## config.mk

```make
export PLATFORM = sky130hd
export DESIGN_NAME = t48_db_bus_ctrl_flat
export DESIGN_NICKNAME = d
export VERILOG_FILES = /design/src/rtl/t48_db_bus_ctrl_if.sv /design/src/rtl/t48_db_bus_ctrl.sv /design/src/flat_wrapper.sv
export SDC_FILE = /design/constraint.sdc
export NUM_CORES = 1
export LEC_CHECK = 0
export BUFFER_PORTS_ARGS = -buffer_cell sky130_fd_sc_hd__buf_4
export CAP_MARGIN = 5
export CORE_ASPECT_RATIO = 1.4
export CORE_MARGIN = 2
export CORE_UTILIZATION = 50
export CTS_CLUSTER_DIAMETER = 60
export DETAILED_ROUTE_END_ITERATION = 16
export HOLD_SLACK_MARGIN = 0.12
export PLACE_DENSITY = 0.75
export RECOVER_POWER = 50
export SLEW_MARGIN = 20
export SYNTH_ARGS = -nofsm -noshare
export SYNTH_HDL_FRONTEND = slang
export SYNTH_SLANG_ARGS = --single-unit
```

## constraint.sdc

```tcl
create_clock -name clk_i -period 1.8 [get_ports clk_i]
set_input_delay 0 -clock clk_i [delete_from_list [all_inputs] [get_ports clk_i]]
set_output_delay 0 -clock clk_i [all_outputs]
set_load 0.1 [all_outputs]
```

## src/rtl/t48_db_bus_ctrl_if.sv

```systemverilog
// Bundles the internal data-bus mux port and the external D0-D7/strobe pins of
// the T48 data-bus controller. The slave modport is the controller side.
interface t48_db_bus_ctrl_if;
  logic [7:0] data_i;
  logic [7:0] data_o;
  logic       write_bus_i;
  logic       read_bus_i;
  logic       orl_i;
  logic       anl_i;
  logic       movx_rd_i;
  logic       movx_wr_i;
  logic [7:0] db_i;
  logic [7:0] db_o;
  logic       db_dir_o;
  logic       ale_o;
  logic       rd_n_o;
  logic       wr_n_o;
  logic       busy_o;

  modport slave (
    input  data_i, write_bus_i, read_bus_i, orl_i, anl_i, movx_rd_i, movx_wr_i, db_i,
    output data_o, db_o, db_dir_o, ale_o, rd_n_o, wr_n_o, busy_o
  );

  modport master (
    output data_i, write_bus_i, read_bus_i, orl_i, anl_i, movx_rd_i, movx_wr_i, db_i,
    input  data_o, db_o, db_dir_o, ale_o, rd_n_o, wr_n_o, busy_o
  );
endinterface

```

## src/rtl/t48_db_bus_ctrl.sv

```systemverilog
// T48 data-bus controller: output latch with OUTL/ORL/ANL, and a MOVX external
// access sequencer (ADDR -> STROBE -> HOLD) with registered pad/strobe outputs.
module t48_db_bus_ctrl #(
  parameter int STROBE_LEN = 2
) (
  input  logic                clk_i,
  input  logic                res_i,
  input  logic                en_clk_i,
  t48_db_bus_ctrl_if.slave    bus
);

  typedef enum logic [1:0] {IDLE, ADDR, STROBE, HOLD} state_e;

  localparam logic [2:0] LAST_CNT = 3'(STROBE_LEN - 1);

  state_e     state_q, state_d;
  logic [7:0] latch_q, latch_d;
  logic [7:0] rdhold_q, rdhold_d;
  logic [7:0] addr_q, addr_d;
  logic       drive_q, drive_d;
  logic       rd_dir_q, rd_dir_d;
  logic [2:0] cnt_q, cnt_d;

  logic [7:0] db_o_q, db_o_d;
  logic       db_dir_q, db_dir_d;
  logic       ale_q, ale_d;
  logic       rd_n_q, rd_n_d;
  logic       wr_n_q, wr_n_d;
  logic       busy_q, busy_d;

  // Neutral 8'hFF keeps this source transparent under the bus AND-mux.
  assign bus.data_o   = bus.read_bus_i ? rdhold_q : 8'hFF;
  assign bus.db_o     = db_o_q;
  assign bus.db_dir_o = db_dir_q;
  assign bus.ale_o    = ale_q;
  assign bus.rd_n_o   = rd_n_q;
  assign bus.wr_n_o   = wr_n_q;
  assign bus.busy_o   = busy_q;

  always_comb begin
    state_d  = state_q;
    latch_d  = latch_q;
    rdhold_d = rdhold_q;
    addr_d   = addr_q;
    drive_d  = drive_q;
    rd_dir_d = rd_dir_q;
    cnt_d    = cnt_q;

    if (en_clk_i) begin
      case (state_q)
        IDLE: begin
          if (bus.write_bus_i) begin
            latch_d = bus.data_i;
            drive_d = 1'b1;
          end else if (bus.orl_i) begin
            latch_d = latch_q | bus.data_i;
            drive_d = 1'b1;
          end else if (bus.anl_i) begin
            latch_d = latch_q & bus.data_i;
            drive_d = 1'b1;
          end
          if (bus.movx_rd_i || bus.movx_wr_i) begin
            addr_d   = bus.data_i;
            rd_dir_d = bus.movx_rd_i;
            state_d  = ADDR;
          end
        end
        ADDR: begin
          state_d = STROBE;
          cnt_d   = 3'd0;
        end
        STROBE: begin
          if (cnt_q == LAST_CNT) begin
            state_d = HOLD;
            if (rd_dir_q) rdhold_d = bus.db_i;
          end else begin
            cnt_d = cnt_q + 3'd1;
          end
        end
        HOLD: begin
          state_d = IDLE;
          if (rd_dir_q) drive_d = 1'b0;
        end
        default: state_d = IDLE;
      endcase
    end

    // Pin values are decoded from the next state so they leave a flop.
    ale_d    = 1'b0;
    rd_n_d   = 1'b1;
    wr_n_d   = 1'b1;
    busy_d   = (state_d != IDLE);
    db_o_d   = latch_d;
    db_dir_d = drive_d;
    case (state_d)
      ADDR: begin
        ale_d    = 1'b1;
        db_dir_d = 1'b1;
        db_o_d   = addr_d;
      end
      STROBE: begin
        rd_n_d   = ~rd_dir_d;
        wr_n_d   = rd_dir_d;
        db_dir_d = ~rd_dir_d;
      end
      HOLD:    db_dir_d = ~rd_dir_d;
      default: ;
    endcase
  end

  always_ff @(posedge clk_i) begin
    if (res_i) begin
      state_q  <= IDLE;
      latch_q  <= 8'hFF;
      rdhold_q <= 8'hFF;
      addr_q   <= 8'h00;
      drive_q  <= 1'b0;
      rd_dir_q <= 1'b0;
      cnt_q    <= 3'd0;
      db_o_q   <= 8'hFF;
      db_dir_q <= 1'b0;
      ale_q    <= 1'b0;
      rd_n_q   <= 1'b1;
      wr_n_q   <= 1'b1;
      busy_q   <= 1'b0;
    end else begin
      state_q  <= state_d;
      latch_q  <= latch_d;
      rdhold_q <= rdhold_d;
      addr_q   <= addr_d;
      drive_q  <= drive_d;
      rd_dir_q <= rd_dir_d;
      cnt_q    <= cnt_d;
      db_o_q   <= db_o_d;
      db_dir_q <= db_dir_d;
      ale_q    <= ale_d;
      rd_n_q   <= rd_n_d;
      wr_n_q   <= wr_n_d;
      busy_q   <= busy_d;
    end
  end

endmodule

```

## src/flat_wrapper.sv

```systemverilog
// flat-port wrapper written by rule: the top's interface ports become plain ports
module t48_db_bus_ctrl_flat 
#(
  parameter int STROBE_LEN = 2
)
  (clk_i, res_i, en_clk_i, bus_data_i, bus_write_bus_i, bus_read_bus_i, bus_orl_i, bus_anl_i, bus_movx_rd_i, bus_movx_wr_i, bus_db_i, bus_data_o, bus_db_o, bus_db_dir_o, bus_ale_o, bus_rd_n_o, bus_wr_n_o, bus_busy_o);
  t48_db_bus_ctrl_if bus_i ();
  input  logic clk_i;
  input  logic res_i;
  input  logic en_clk_i;
  input wire logic [$bits(bus_i.data_i)-1:0] bus_data_i;
  input wire logic [$bits(bus_i.write_bus_i)-1:0] bus_write_bus_i;
  input wire logic [$bits(bus_i.read_bus_i)-1:0] bus_read_bus_i;
  input wire logic [$bits(bus_i.orl_i)-1:0] bus_orl_i;
  input wire logic [$bits(bus_i.anl_i)-1:0] bus_anl_i;
  input wire logic [$bits(bus_i.movx_rd_i)-1:0] bus_movx_rd_i;
  input wire logic [$bits(bus_i.movx_wr_i)-1:0] bus_movx_wr_i;
  input wire logic [$bits(bus_i.db_i)-1:0] bus_db_i;
  output wire logic [$bits(bus_i.data_o)-1:0] bus_data_o;
  output wire logic [$bits(bus_i.db_o)-1:0] bus_db_o;
  output wire logic [$bits(bus_i.db_dir_o)-1:0] bus_db_dir_o;
  output wire logic [$bits(bus_i.ale_o)-1:0] bus_ale_o;
  output wire logic [$bits(bus_i.rd_n_o)-1:0] bus_rd_n_o;
  output wire logic [$bits(bus_i.wr_n_o)-1:0] bus_wr_n_o;
  output wire logic [$bits(bus_i.busy_o)-1:0] bus_busy_o;
  assign bus_i.data_i = bus_data_i;
  assign bus_i.write_bus_i = bus_write_bus_i;
  assign bus_i.read_bus_i = bus_read_bus_i;
  assign bus_i.orl_i = bus_orl_i;
  assign bus_i.anl_i = bus_anl_i;
  assign bus_i.movx_rd_i = bus_movx_rd_i;
  assign bus_i.movx_wr_i = bus_movx_wr_i;
  assign bus_i.db_i = bus_db_i;
  assign bus_data_o = bus_i.data_o;
  assign bus_db_o = bus_i.db_o;
  assign bus_db_dir_o = bus_i.db_dir_o;
  assign bus_ale_o = bus_i.ale_o;
  assign bus_rd_n_o = bus_i.rd_n_o;
  assign bus_wr_n_o = bus_i.wr_n_o;
  assign bus_busy_o = bus_i.busy_o;
  t48_db_bus_ctrl #(.STROBE_LEN(STROBE_LEN)) u_core (.clk_i(clk_i), .res_i(res_i), .en_clk_i(en_clk_i), .bus(bus_i));
endmodule
```

* Word-level counts from Yosys, hierarchy flattened
Index checks and enable logic that the tools add are counted.
Operators by class: add/sub/neg operators 1, reductions and logical operators 8, bitwise operators 4, equal/unequal tests 8, multiplexer cells 27
Operator list (count):
- 8-bit two-way mux | 10
- 1-bit two-way mux | 9
- 8-bit bitwise AND | 1
- 2-bit == test, second input constant | 4
- 8-bit OR | 1
- 2-bit one-hot mux with 4 select lines | 1
- 2-bit two-way mux | 3
- 3-bit one-hot mux with 2 select lines | 1
- 2-bit by 1-bit == test with 1-bit output, second input constant | 2
- 1-bit one-hot mux with 2 select lines | 2
- 4-bit AND reduction | 1
- 2-bit nonzero test | 2
- 2-bit OR reduction | 2
- 3-bit by 1-bit adder with 3-bit output, second input constant | 1
- 3-bit by 1-bit == test with 1-bit output, second input constant | 1
- 3-bit two-way mux | 1
- 3-bit AND reduction | 1
- 2-bit logical NOT | 1
- 2-bit != test, second input constant | 1
- 1-bit inverter | 2
- 1-bit logical OR | 1
Storage, ports and cells: word-level logic and storage cells 61, register bits 44

* Longest topological paths before layout
depth after elaboration 7, mapped depth 8, depth with buffers taken out 6

* Worst setup path after synthesis
OpenSTA, ideal clock, no wires.
path kind reg-to-reg, start point register u_core.state_q[0], end point register u_core.db_o_q[0], in the netlist u_core.bus.db_o[0], cell stages (with the launch flop) 7, library setup time 141 ps, arrival time 1541 ps, path slack 118 ps, path through dfxtp_1 -> inv_1 -> ha_1 -> o311ai_4 -> and3_1 -> buf_4 -> o211ai_1
Between the ends: cells in the longest elaborated chain, start to end 5
RTL lines:
- start, declared | line t48_db_bus_ctrl.sv:16 | state_e state_q, state_d;
- start signal, assigned | line t48_db_bus_ctrl.sv:127 | state_q <= state_d;
- 2-bit == test, or another cell as far along | line t48_db_bus_ctrl.sv:50 | case (state_q)
- 2-bit one-hot mux with 4 select lines | line t48_db_bus_ctrl.sv:50
- 2-bit two-way mux | line t48_db_bus_ctrl.sv:49 | if (en_clk_i) begin
- 2-bit by 1-bit == test with 1-bit output | line t48_db_bus_ctrl.sv:95 | case (state_d)
- 8-bit two-way mux * | line t48_db_bus_ctrl.sv:95
- end signal, assigned | line t48_db_bus_ctrl.sv:134 | db_o_q <= db_o_d;
- end, declared | line t48_db_bus_ctrl.sv:24 | logic [7:0] db_o_q, db_o_d;
Every way passes the cells marked *; elsewhere a longest branch is shown, timed or not. A chain may end at the register's enable or synchronous reset.

* Worst setup path in the final report
start point register u_core.state_q[1], end point register u_core.db_o_q[7], in the netlist u_core.bus.db_o[7]
The elaborated chain is that of the path after synthesis.

==> results.md <==
* Status: finished, final reports clean
* Synth cell count leaders: 44 x dfxtp_1, 27 x nand2_1, 14 x nand3_1
* Clock sink count at 44
* Max clock buf depth at 2
* Top cell type's share of synthesized area at 43.7%
* Floorplan Core Area at 3920 µm²
* Synth top area cells: dfxtp_1 44%, nand2_1 5.0%, ha_1 4.3%
* Critical path class: flip-flop to flip-flop
* Final setup margin at 0.189 ns
* Die Ht at 79.2 µm
* Critical Path RT at 1.95 ns
* Worst relative slew slack at 21.5%
* Row Count at 27
* Dpl hpwl at 3210 µm
* 1st-iter DRT viols at 61
* Pin slew with the least headroom to its limit at 1.18 ns
* Final setup violation count at 0
* Final Wtd Congestion at 0.870
* Simple-gate share of the synthesized area at 21.8%
* Slew Limit Fails at 0
* Root buf cell: clkbuf_8
* Finished Layout Cells at 329
* P per Cell Area at 1000 nW/µm²
* Synth warnings at 0
* RSZ-0062 raised after global routing: no
* Antenna Nets Post-Route at 0
* First-pass GRT wire length at 8020 µm
* WL/cell at 14.7 µm
* VDD IR max at 0.878 mV
* Vias in the first global route at 1,729
* Crit Path Max Fanout at 8
* Post-synthesis compound-gate area fraction at 20.5%
* Netlist cell types at 37
* Total Nets Final at 318
* Vias/cell at 5.67
* Post-Synthesis Cells at 216
* Dpl ws at 0.0839 ns
* P_int at 1.70 mW
* WP data arrival at 1.76 ns
* NetSw at 0.988 mW
* Via Count at 1,864
* Clock power frac at 24.5%
* Initial antenna violation count at 0
* Startpoint Class: flip-flop
* CTS buffer count at 5
* Synth Cell Area at 2020 µm²
* Total track usage at 22.7%
* Initial Utilization at 51.5%
* Top cell type by total area after synthesis: dfxtp_1
* Portion of netlist area occupied by mux cells at 5.21%
* CTS clock-pin slew for the worst setup and hold paths at 0.08 ns
* Placed Instance Area at 2410 µm²
* Clock latency on the worst-skew pair at 0.30 ns
* DRT Pass-1 Iters at 4
* Hold Slack at 0.138 ns
* Mapped Nets at 248
* Hold Fails Final Rpt at 0
* Dpl cells at 300
* I/O Buffers at 45
* Synth Area in Adders at 4.34%
* Max Cap Viol at 0
* Share of layout cells above drive strength 1 at 23.1%
* Largest family of logic cells by synthesized area: simple AND/OR/NAND/NOR gates
* Highest clock rate at 0.621 GHz
* DR DRC count at 0
* Top-Level Pins at 46
* Yosys reg bits at 44
* Syn avg cell area at 9.34 µm²
* Max Clock Skew at 0.00410 ns
* Final period utilization at 89.5%
* Seq pwr share at 41.3%
* Worst setup EP type: flip-flop
* TNS Setup at 0 ns
* Final worst path period need at 1.61 ns
* XOR/XNOR Fraction of Synth Area at 0%
* Leakage at 1.12 nW
* Asr flop ratio synth at 0%
* Design Area, Final at 2680 µm²
* Combinational share of power at 34.2%
* Switching portion of total power at 36.8%
* EDFF count, synth at 0
* Hold/Removal Path Class: primary input to flip-flop
* Total global routing overflow at 0
* CTS tree: done
* Layout area overhead at 32.6%
* Largest net degree at the start of global routing at 22
* Sequential share of the synthesized area at 43.7%
* Chip width at 57.7 µm
* Post-synth top flop: dfxtp_1
* Drt total wl at 4840 µm
* Most numerous cell in the Yosys netlist: dfxtp_1
* N_diodes at 0
* Die ar. at 4570 µm²
* H-Tree Depth at 2
[timing repair]
action | in CTS | in global routing
setup buffers | 0 | 2
endpoints found under the setup margin | 0 | 18
hold buffers | 20 | 0
endpoints found under the hold margin | 34 | 0
resized for setup | 0 | 5
[sequential cells by signal, indices dropped and copies added, names as in the netlist, 2 cells and up]
register / count
u_core.cnt_q: 3
u_core.bus.db_o: 8
u_core.state_q: 2
u_core.rdhold_q: 8
u_core.addr_q: 8
u_core.latch_q: 8
[power groups by stage]
stage / Clock, mW / Sequential, mW / Combinational, mW
after floorplan: 0 / 1.47 / 0.330
after global placement: 0 / 1.13 / 0.890
after detailed placement: 0 / 1.13 / 0.900
after CTS: 0.675 / 1.11 / 0.937
after global routing: 0.721 / 1.12 / 0.978
final: 0.657 / 1.11 / 0.917
[final cells by class]
type | count | area (µm²)
clock buffer | 7 | 96.3
inverter | 6 | 22.5
fill | 337 | 1240
sequential | 44 | 882
multi-input combinational | 153 | 1070
timing repair buffer | 76 | 553
tap | 43 | 53.8
[layer usage]
metal,vias to the layer above,wire length (µm),track usage (%)
li1,921,-,-
met1,895,2040,26.0
met5,-,0,0
met3,11,187,5.37
met2,37,2500,39.0
met4,0,120,10.5
[placed cells by master (no fill, tap or decap), types with 2 or more instances in the layout]
master	n
mux2_2	4
a21o_1	8
clkbuf_1	10
nand4_1	4
nand4b_1	5
a31oi_1	2
o21ai_0	5
o211ai_1	8
dfxtp_1	43
nor3_1	2
nor3b_1	2
clkbuf_8	7
nand2b_1	9
buf_4	34
ha_1	5
nor2_1	12
inv_1	6
nand3_1	14
clkbuf_2	12
a21oi_1	3
and2_1	6
nor2b_1	2
o22a_1	8
mux2i_1	6
dlygate4sd3_1	20
nand2_1	27
o221ai_1	7
[critical path: stages (launching register included)]
cell and delay [ns]:
dfxtp_1 0.38, inv_1 0.12, ha_4 0.20, o211ai_4 0.18
mux2_2 0.40, nand4_1 0.09, o211ai_1 0.09
[cell families after synthesis]
kind of cell / count (synthesis)
AOI/OAI and AO/OA: 50
DFF: 44
adders and majority gates: 7
and+or+nand+nor: 86
muxes: 10
buffers and inverters: 19
[per-stage QoR]
| stage | power [mW] | util (%) |
|---|---|---|
| after floorplan | 1.80 | - |
| after global placement | 2.02 | 61.5 |
| after detailed placement | 2.03 | 61.5 |
| after CTS | 2.72 | 69.0 |
| after global routing | 2.82 | 68.3 |
| final | 2.68 | 68.3 |
[worst paths after layout]
| path | from | endpoint | slack (ns) | depth (start not counted) |
|---|---|---|---|---|
| max | u_core.state_q[1]$_SDFF_PP0_ | u_core.bus.db_o[7]$_SDFF_PP1_ | 0.19 | 6 |
| min | bus_movx_wr_i | u_core.bus.wr_n_o$_SDFF_PP1_ | 0.14 | 4 |
| max reg2reg | u_core.state_q[1]$_SDFF_PP0_ | u_core.bus.db_o[7]$_SDFF_PP1_ | 0.19 | 6 |
| min reg2reg | u_core.rdhold_q[2]$_SDFFE_PP1P_ | u_core.rdhold_q[2]$_SDFFE_PP1P_ | 0.46 | 2 |
Power figures use the tool's default switching activity.
